$ cat src/rtl/reg_file_2r1w.sv
// reg_file_2r1w: DEPTH x DATA_WIDTH register file with one byte-masked write port and two registered read ports.
// Optional macro REG_FILE_WR_BYPASS_EN forwards same-cycle merged write data to colliding reads.
module reg_file_2r1w #(
    parameter int unsigned DATA_WIDTH = 16,
    parameter int unsigned ADDR_WIDTH = 4,
    parameter int unsigned DEPTH      = 16
) (
    input  logic                    CLK,
    input  logic                    RST,
    input  logic                    WrEn,
    input  logic [ADDR_WIDTH-1:0]   WrAddr,
    input  logic [DATA_WIDTH-1:0]   WrData,
    input  logic [DATA_WIDTH/8-1:0] WrMask,
    input  logic                    RdEnA,
    input  logic [ADDR_WIDTH-1:0]   RdAddrA,
    output logic [DATA_WIDTH-1:0]   RdDataA,
    output logic                    RdValidA,
    input  logic                    RdEnB,
    input  logic [ADDR_WIDTH-1:0]   RdAddrB,
    output logic [DATA_WIDTH-1:0]   RdDataB,
    output logic                    RdValidB,
    output logic                    AddrErr
);
    localparam int unsigned         NBYTES   = DATA_WIDTH / 8;
    localparam logic [ADDR_WIDTH:0] LP_DEPTH = DEPTH[ADDR_WIDTH:0];

    logic [DATA_WIDTH-1:0] r_mem [DEPTH];
    logic [DATA_WIDTH-1:0] r_rd_data_a;
    logic [DATA_WIDTH-1:0] r_rd_data_b;
    logic                  r_rd_valid_a;
    logic                  r_rd_valid_b;
    logic                  r_addr_err;

    logic                  w_wr_in;
    logic                  w_rd_in_a;
    logic                  w_rd_in_b;
    logic                  w_wr_ok;
    logic [DATA_WIDTH-1:0] w_wr_merged;
    logic [DATA_WIDTH-1:0] w_rd_a;
    logic [DATA_WIDTH-1:0] w_rd_b;

    // Range checks use one extra bit so DEPTH == 2**ADDR_WIDTH is representable.
    assign w_wr_in   = ({1'b0, WrAddr}  < LP_DEPTH);
    assign w_rd_in_a = ({1'b0, RdAddrA} < LP_DEPTH);
    assign w_rd_in_b = ({1'b0, RdAddrB} < LP_DEPTH);
    assign w_wr_ok   = WrEn && w_wr_in;

    always_comb begin
        w_wr_merged = r_mem[WrAddr];
        for (int unsigned b = 0; b < NBYTES; b++) begin
            if (WrMask[b]) begin
                w_wr_merged[8*b +: 8] = WrData[8*b +: 8];
            end
        end
    end

    always_comb begin
        w_rd_a = r_mem[RdAddrA];
        w_rd_b = r_mem[RdAddrB];
`ifdef REG_FILE_WR_BYPASS_EN
        if (w_wr_ok && (WrAddr == RdAddrA)) begin
            w_rd_a = w_wr_merged;
        end
        if (w_wr_ok && (WrAddr == RdAddrB)) begin
            w_rd_b = w_wr_merged;
        end
`endif
    end

    always_ff @(posedge CLK) begin
        if (RST) begin
            for (int unsigned i = 0; i < DEPTH; i++) begin
                r_mem[i] <= '0;
            end
            r_rd_data_a  <= '0;
            r_rd_data_b  <= '0;
            r_rd_valid_a <= 1'b0;
            r_rd_valid_b <= 1'b0;
            r_addr_err   <= 1'b0;
        end else begin
            if (w_wr_ok) begin
                r_mem[WrAddr] <= w_wr_merged;
            end

            r_rd_valid_a <= RdEnA;
            if (RdEnA) begin
                r_rd_data_a <= w_rd_in_a ? w_rd_a : '0;
            end

            r_rd_valid_b <= RdEnB;
            if (RdEnB) begin
                r_rd_data_b <= w_rd_in_b ? w_rd_b : '0;
            end

            r_addr_err <= (WrEn  && !w_wr_in)
                       || (RdEnA && !w_rd_in_a)
                       || (RdEnB && !w_rd_in_b);
        end
    end

    assign RdDataA  = r_rd_data_a;
    assign RdDataB  = r_rd_data_b;
    assign RdValidA = r_rd_valid_a;
    assign RdValidB = r_rd_valid_b;
    assign AddrErr  = r_addr_err;

endmodule
$ cat config.mk
export PLATFORM = sky130hd
export DESIGN_NAME = reg_file_2r1w
export DESIGN_NICKNAME = d
export VERILOG_FILES = /design/src/rtl/reg_file_2r1w.sv
export SDC_FILE = /design/constraint.sdc
export NUM_CORES = 1
export LEC_CHECK = 0
export ABC_AREA = 1
export BUFFER_PORTS_ARGS = -buffer_cell sky130_fd_sc_hd__buf_2
export CAP_MARGIN = 20
export CELL_PAD_IN_SITES_DETAIL_PLACEMENT = 1
export CELL_PAD_IN_SITES_GLOBAL_PLACEMENT = 1
export CORE_MARGIN = 5
export CORE_UTILIZATION = 42
export CTS_BUF_LIST = sky130_fd_sc_hd__clkbuf_4 sky130_fd_sc_hd__clkbuf_8 sky130_fd_sc_hd__clkbuf_16
export DETAILED_ROUTE_END_ITERATION = 7
export PLACE_DENSITY_LB_ADDON = 0.1
export SLEW_MARGIN = 5
export SYNTH_ARGS = -nofsm -noshare
export SYNTH_HDL_FRONTEND = slang
export SYNTH_SLANG_ARGS = --single-unit
$ cat constraint.sdc
create_clock -name CLK -period 1.6 [get_ports CLK]
set_input_delay 0.24 -clock CLK [delete_from_list [all_inputs] [get_ports CLK]]
set_output_delay 0.24 -clock CLK [all_outputs]
set_load 0.02 [all_outputs]
# After elaboration in Yosys (flattened, before gate mapping)
# Memory sizes are Yosys's and may differ from the RTL's. A register that Yosys moved wholly into a read port is not among the register bits.
# Cells that the tools add are included.
op_classes:
  n_eq_ne: 2
  n_reduce_logical: 3
  n_mux: 10
ops:
  columns: ["op", "count"]
  rows:
  - ["2-to-1 mux 16 bit", 1]
  - ["2-to-1 mux 8 bit", 2]
  - ["OR reduction 16 bit", 1]
  - ["2-to-1 mux 1 bit", 5]
  - ["2-to-1 mux 4 bit", 1]
  - ["AND reduction 2 bit", 2]
  - ["2-to-1 mux 2 bit", 1]
  - ["!= test 1 bit (second input constant)", 2]
word_totals:
  mem_count: 1
  regBits: 2
  ramBits: 256
  out_inout_bits: 35
  input_bits: 35
memory_table:
  columns: ["memory", "depth", "word_bits", "read_ports", "rd_ports_with_merged_regs", "write_ports", "line", "rtl"]
  rows:
  - ["r_mem", 16, 16, 2, 2, 16, "27", "logic [DATA_WIDTH-1:0] r_mem [DEPTH];"]

# Logic depth before layout (Yosys ltp)
logic_depth:
  word_depth: 6
  depth_mapped: 11
  ltp_nobuf: 9

# Least setup slack after synthesis
# No wires, ideal clock.
synth_timing:
  path_kind: "input-to-reg"
  startpoint: "input RST"
  endpoint: "memory r_mem[3][0], enable pin"
  required_time_ns: 1.271
  arrival_time_ns: 1.220
  cell_stages: 7
  path_slack_ns: 0.051
  setup_time_ns: 0.329
  path_cell_list: "buf_2 -> inv_4 -> and3_1 -> buf_4 -> buf_12 -> nand2_2 -> nand2_1"
synth_lines:
  columns: ["item", "line", "rtl"]
  rows:
  - ["from (decl)", "9", "input logic RST,"]
  - ["to (decl)", "27", null]

# Worst setup path in the final report
layout_timing:
  startpoint: "register r_rd_data_a[10] (netlist: RdDataA[10]), read port of r_mem"
  endpoint: "output RdDataA[10]"
layout_lines:
  columns: ["item", "line", "rtl"]
  rows:
  - ["from (decl)", "28", "logic [DATA_WIDTH-1:0] r_rd_data_a;"]
  - ["to (decl)", "16", "output logic [DATA_WIDTH-1:0] RdDataA,"]
# No word-level cell between the ends.

==> flow_metrics.py <==
metrics = {
    "layout": {
        "drive_above_1_share_pct": 13.7,
        "utilization_pct": 50.9,
        "finish.net_count": 2137,
        "finalInstanceArea_um2": 18600,
        "final_cell_count_no_fill": 2595,
        "syn_to_final_growth_pct": 19.9,
        "final.fill_count": 4491,
    },
    "routing": {
        "dr.pass1.iters": 5,
        "post_drt_via_cell_ratio": 5.71,
        "antenna_violating_nets_post_route": 0,
        "finalWirelength_um": 61000,
        "drc": 0,
        "wl_met2_um": 28100,
        "detail_route.iter0.violations": 1236,
        "highest-signal-layer": "met4",
        "route.detailed.wl_per_inst_um": 23.5,
        "m1WireLength_um": 25700,
        "detailroute.via_count": 14811,
        "wl_met3_um": 5070,
    },
    "synthesis": {
        "synth-async-reset-ratio_pct": 0,
        "synth_fp_nets": 2027,
        "synth_area_per_cell_um2": 7.81,
        "synth_top_cells_by_area": "sky130_fd_sc_hd__edfxtp_1, sky130_fd_sc_hd__nand2_1, sky130_fd_sc_hd__nand3_1, sky130_fd_sc_hd__nor2_1, sky130_fd_sc_hd__dfxtp_1",
        "synth-compound-area-share_pct": 0,
        "yosys.cell_types.count": 18,
        "most_frequently_used_flop_master_after_synthesis": "sky130_fd_sc_hd__edfxtp_1",
        "synth_seq_cells": 290,
        "synth_xor_area_share_pct": 0,
        "yosys.cell_count.top_type": "sky130_fd_sc_hd__nand2_1",
        "post_synth_inst_count": 1992,
        "synthesis.yosys.warnings": 0,
        "largest_family_of_logic_cells_by_synthesized_area": "simple AND/OR/NAND/NOR gates",
        "synth_top_area_share_pct": 49.4,
        "mappedNetlistArea_um2": 15600,
        "synth_common_cells": "sky130_fd_sc_hd__nand2_1, sky130_fd_sc_hd__nand3_1, sky130_fd_sc_hd__nor2_1",
        "synthSimpleGateAreaFrac_pct": 40.2,
        "post-synth-top-area-cell": "sky130_fd_sc_hd__edfxtp_1",
        "synth_enable_flop_cells": 256,
        "yosys.area_share.adder_pct": 0,
        "muxShareOfSynthArea_pct": 0,
        "synth_sequential_area_ratio_pct": 53.8,
    },
    "worst_setup_path": {
        "critPathBufInv": 1,
        "crit_path_max_fanout": 2,
        "setup.worst_path.start_class": "register",
        "critical-path-top-delay-family": "flip-flops",
        "cpPeakStageDelay_ns": 0.51,
        "cp_cell_sequence": "buf_2",
        "worst_path_max_delay_cell": "sky130_fd_sc_hd__dfxtp_1",
        "crit_required_ns": 1.36,
        "setup.worst_path.class": "reg -> out",
        "worstSetupEndpointType": "primary output",
        "critical_path_arrival_ns": 1.28,
    },
    "sta": {
        "grt_setup_unrepaired": "no",
        "drv_slew": 0,
        "post-route-period-util_pct": 94.7,
        "worst_clock_skew_on_the_final_layout_ns": 0.0227,
        "report.final.hold_viol_count": 0,
        "fmax_ghz": 0.660,
        "fin_crit_ns": 1.52,
        "finalSetupViolCount": 0,
    },
    "run": {
        "cap_violations": 0,
    },
    "floorplan": {
        "fp-row-count": 70,
        "die_x_um": 202,
        "die_y_um": 202,
        "initial_utilization_pct": 42.5,
        "boundaryPins": 70,
        "floorplan.die_area_um2": 41000,
        "coreArea_um2": 36600,
    },
    "pwr": {
        "ir_worst_vdd_mv": 0.737,
        "leakage_nw": 8.38,
        "powerDensity_nw_per_um2": 1050,
        "design_power_total_mw": 19.6,
    },
    "clock_tree": {
        "hold_buffers": 0,
        "cts_num_sinks": 290,
        "clk_latency_ns": 0.53,
        "cts_buffer_depth": 3,
        "clock_buffers_created_by_tritoncts": 34,
        "tritoncts": "yes",
        "post_cts.resized_instances": 0,
        "clockRootBuffer": "sky130_fd_sc_hd__clkbuf_16",
        "htreeDepth": 2,
        "clkTransAtPathRegs_ns": 0.06,
        "cts_post_setup_buffers_inserted": 0,
    },
    "outcome": {
        "outcome": "completed",
    },
    "placed_design": {
        "dp_hpwl_um": 42800,
        "place.port_buffers": 68,
        "postPlaceCellArea_um2": 17500,
        "place_inst": 2534,
        "gp_routability_congestion": 0.875,
    },
    "min_path": {
        "holdCritPathClass": "in -> reg",
    },
    "grt": {
        "grt_antenna_before_repair": 2,
        "grt_max_degree": 46,
        "grt-ovfl-total": 0,
        "grt_pass1_vias": 15366,
        "gr-usage-all-layers_pct": 29.7,
        "grt_first_pass_wirelength_um": 92600,
    },
}
-- sequential cells by signal, summed over array words and instances (netlist names) --
| name | cells |
|---|---|
| RdDataA | 16 |
| RdDataB | 16 |
| RdValidA | 1 |
| RdValidB | 1 |
| r_mem | 256 |
-- placed cells by master (no fill, tap or decap) --
cell                        Yosys  final
sky130_fd_sc_hd__buf_12         1     52
sky130_fd_sc_hd__edfxtp_1     256    256
sky130_fd_sc_hd__inv_1         60     58
sky130_fd_sc_hd__and3_1         2      2
sky130_fd_sc_hd__conb_1         1      1
sky130_fd_sc_hd__dfxtp_1       34     34
sky130_fd_sc_hd__diode_2        0      1
sky130_fd_sc_hd__clkbuf_4       0     11
sky130_fd_sc_hd__nor2_1       338    338
sky130_fd_sc_hd__nand2_4        9      9
sky130_fd_sc_hd__nand2_2       11     11
sky130_fd_sc_hd__nand3_1      416    416
sky130_fd_sc_hd__buf_2         70     66
sky130_fd_sc_hd__inv_4          1      1
sky130_fd_sc_hd__clkbuf_16      0     36
sky130_fd_sc_hd__nand2_1      724    724
sky130_fd_sc_hd__clkbuf_8       0      2
sky130_fd_sc_hd__clkinv_2       0      5
sky130_fd_sc_hd__inv_2          2      2
sky130_fd_sc_hd__bufinv_16      0      2
sky130_fd_sc_hd__clkinv_1       0      5
sky130_fd_sc_hd__buf_4         17     94
sky130_fd_sc_hd__inv_6          0      1
-- final cells by class --
cell class	instances	area [um^2]	share of cell area, %
Tap cell	468	586	3.14
Clock inverter	11	103	0.550
Multi-Input combinational cell	1501	6250	33.6
Sequential cell	290	8370	44.9
Antenna cell	1	2.50	0.0134
Clock buffer	49	1010	5.42
Timing Repair Buffer	212	2080	11.1
Inverter	63	241	1.30
-- per-stage QoR --
stage / worst slack (ns) / TNS [ns] / hold WS (ns)
6_report: 0.0842 / 0 / 0.149
2_1_floorplan: 0.0508 / 0 / 0.516
5_1_grt: 0.0542 / 0 / 0.158
3_5_place_dp: -0.0907 / -1.33 / 0.544
4_1_cts: 0.0605 / 0 / 0.126
3_3_place_gp: -0.0498 / -0.250 / 0.535
-- layer usage --
metal | vias up | global-route usage, %
li1 | 6722 | -
met1 | 7348 | 40.5
met2 | 628 | 47.7
met3 | 113 | 5.55
met4 | 0 | 10.6
met5 | - | 0.119
-- path summary, 6_finish.rpt --
kind	to	from	depth (start not counted)	slack (ns)
max	RdDataA[10]	RdDataA[10]	1	0.08
min	RdValidB	RdEnB	4	0.15
max reg2reg	RdDataA[15]	r_mem[5][15]	8	0.25
min reg2reg	RdDataA[1]	RdDataA[1]	4	0.56
-- cell families after synthesis --
| logic type | after synthesis |
|---|---|
| and+or+nand+nor | 1500 |
| DFF | 290 |
| buffers and inverters | 201 |
| other | 1 |
-- power by group --
group | leakage (nW) | switching, mW | internal, mW
clock | 0.561 | 3.11 | 4.72
sequential | 2.72 | 0.319 | 8.66
combinational | 5.10 | 1.86 | 0.933
total | 8.38 | 5.29 | 14.3
No activity file was read; power rests on OpenSTA's default activity.
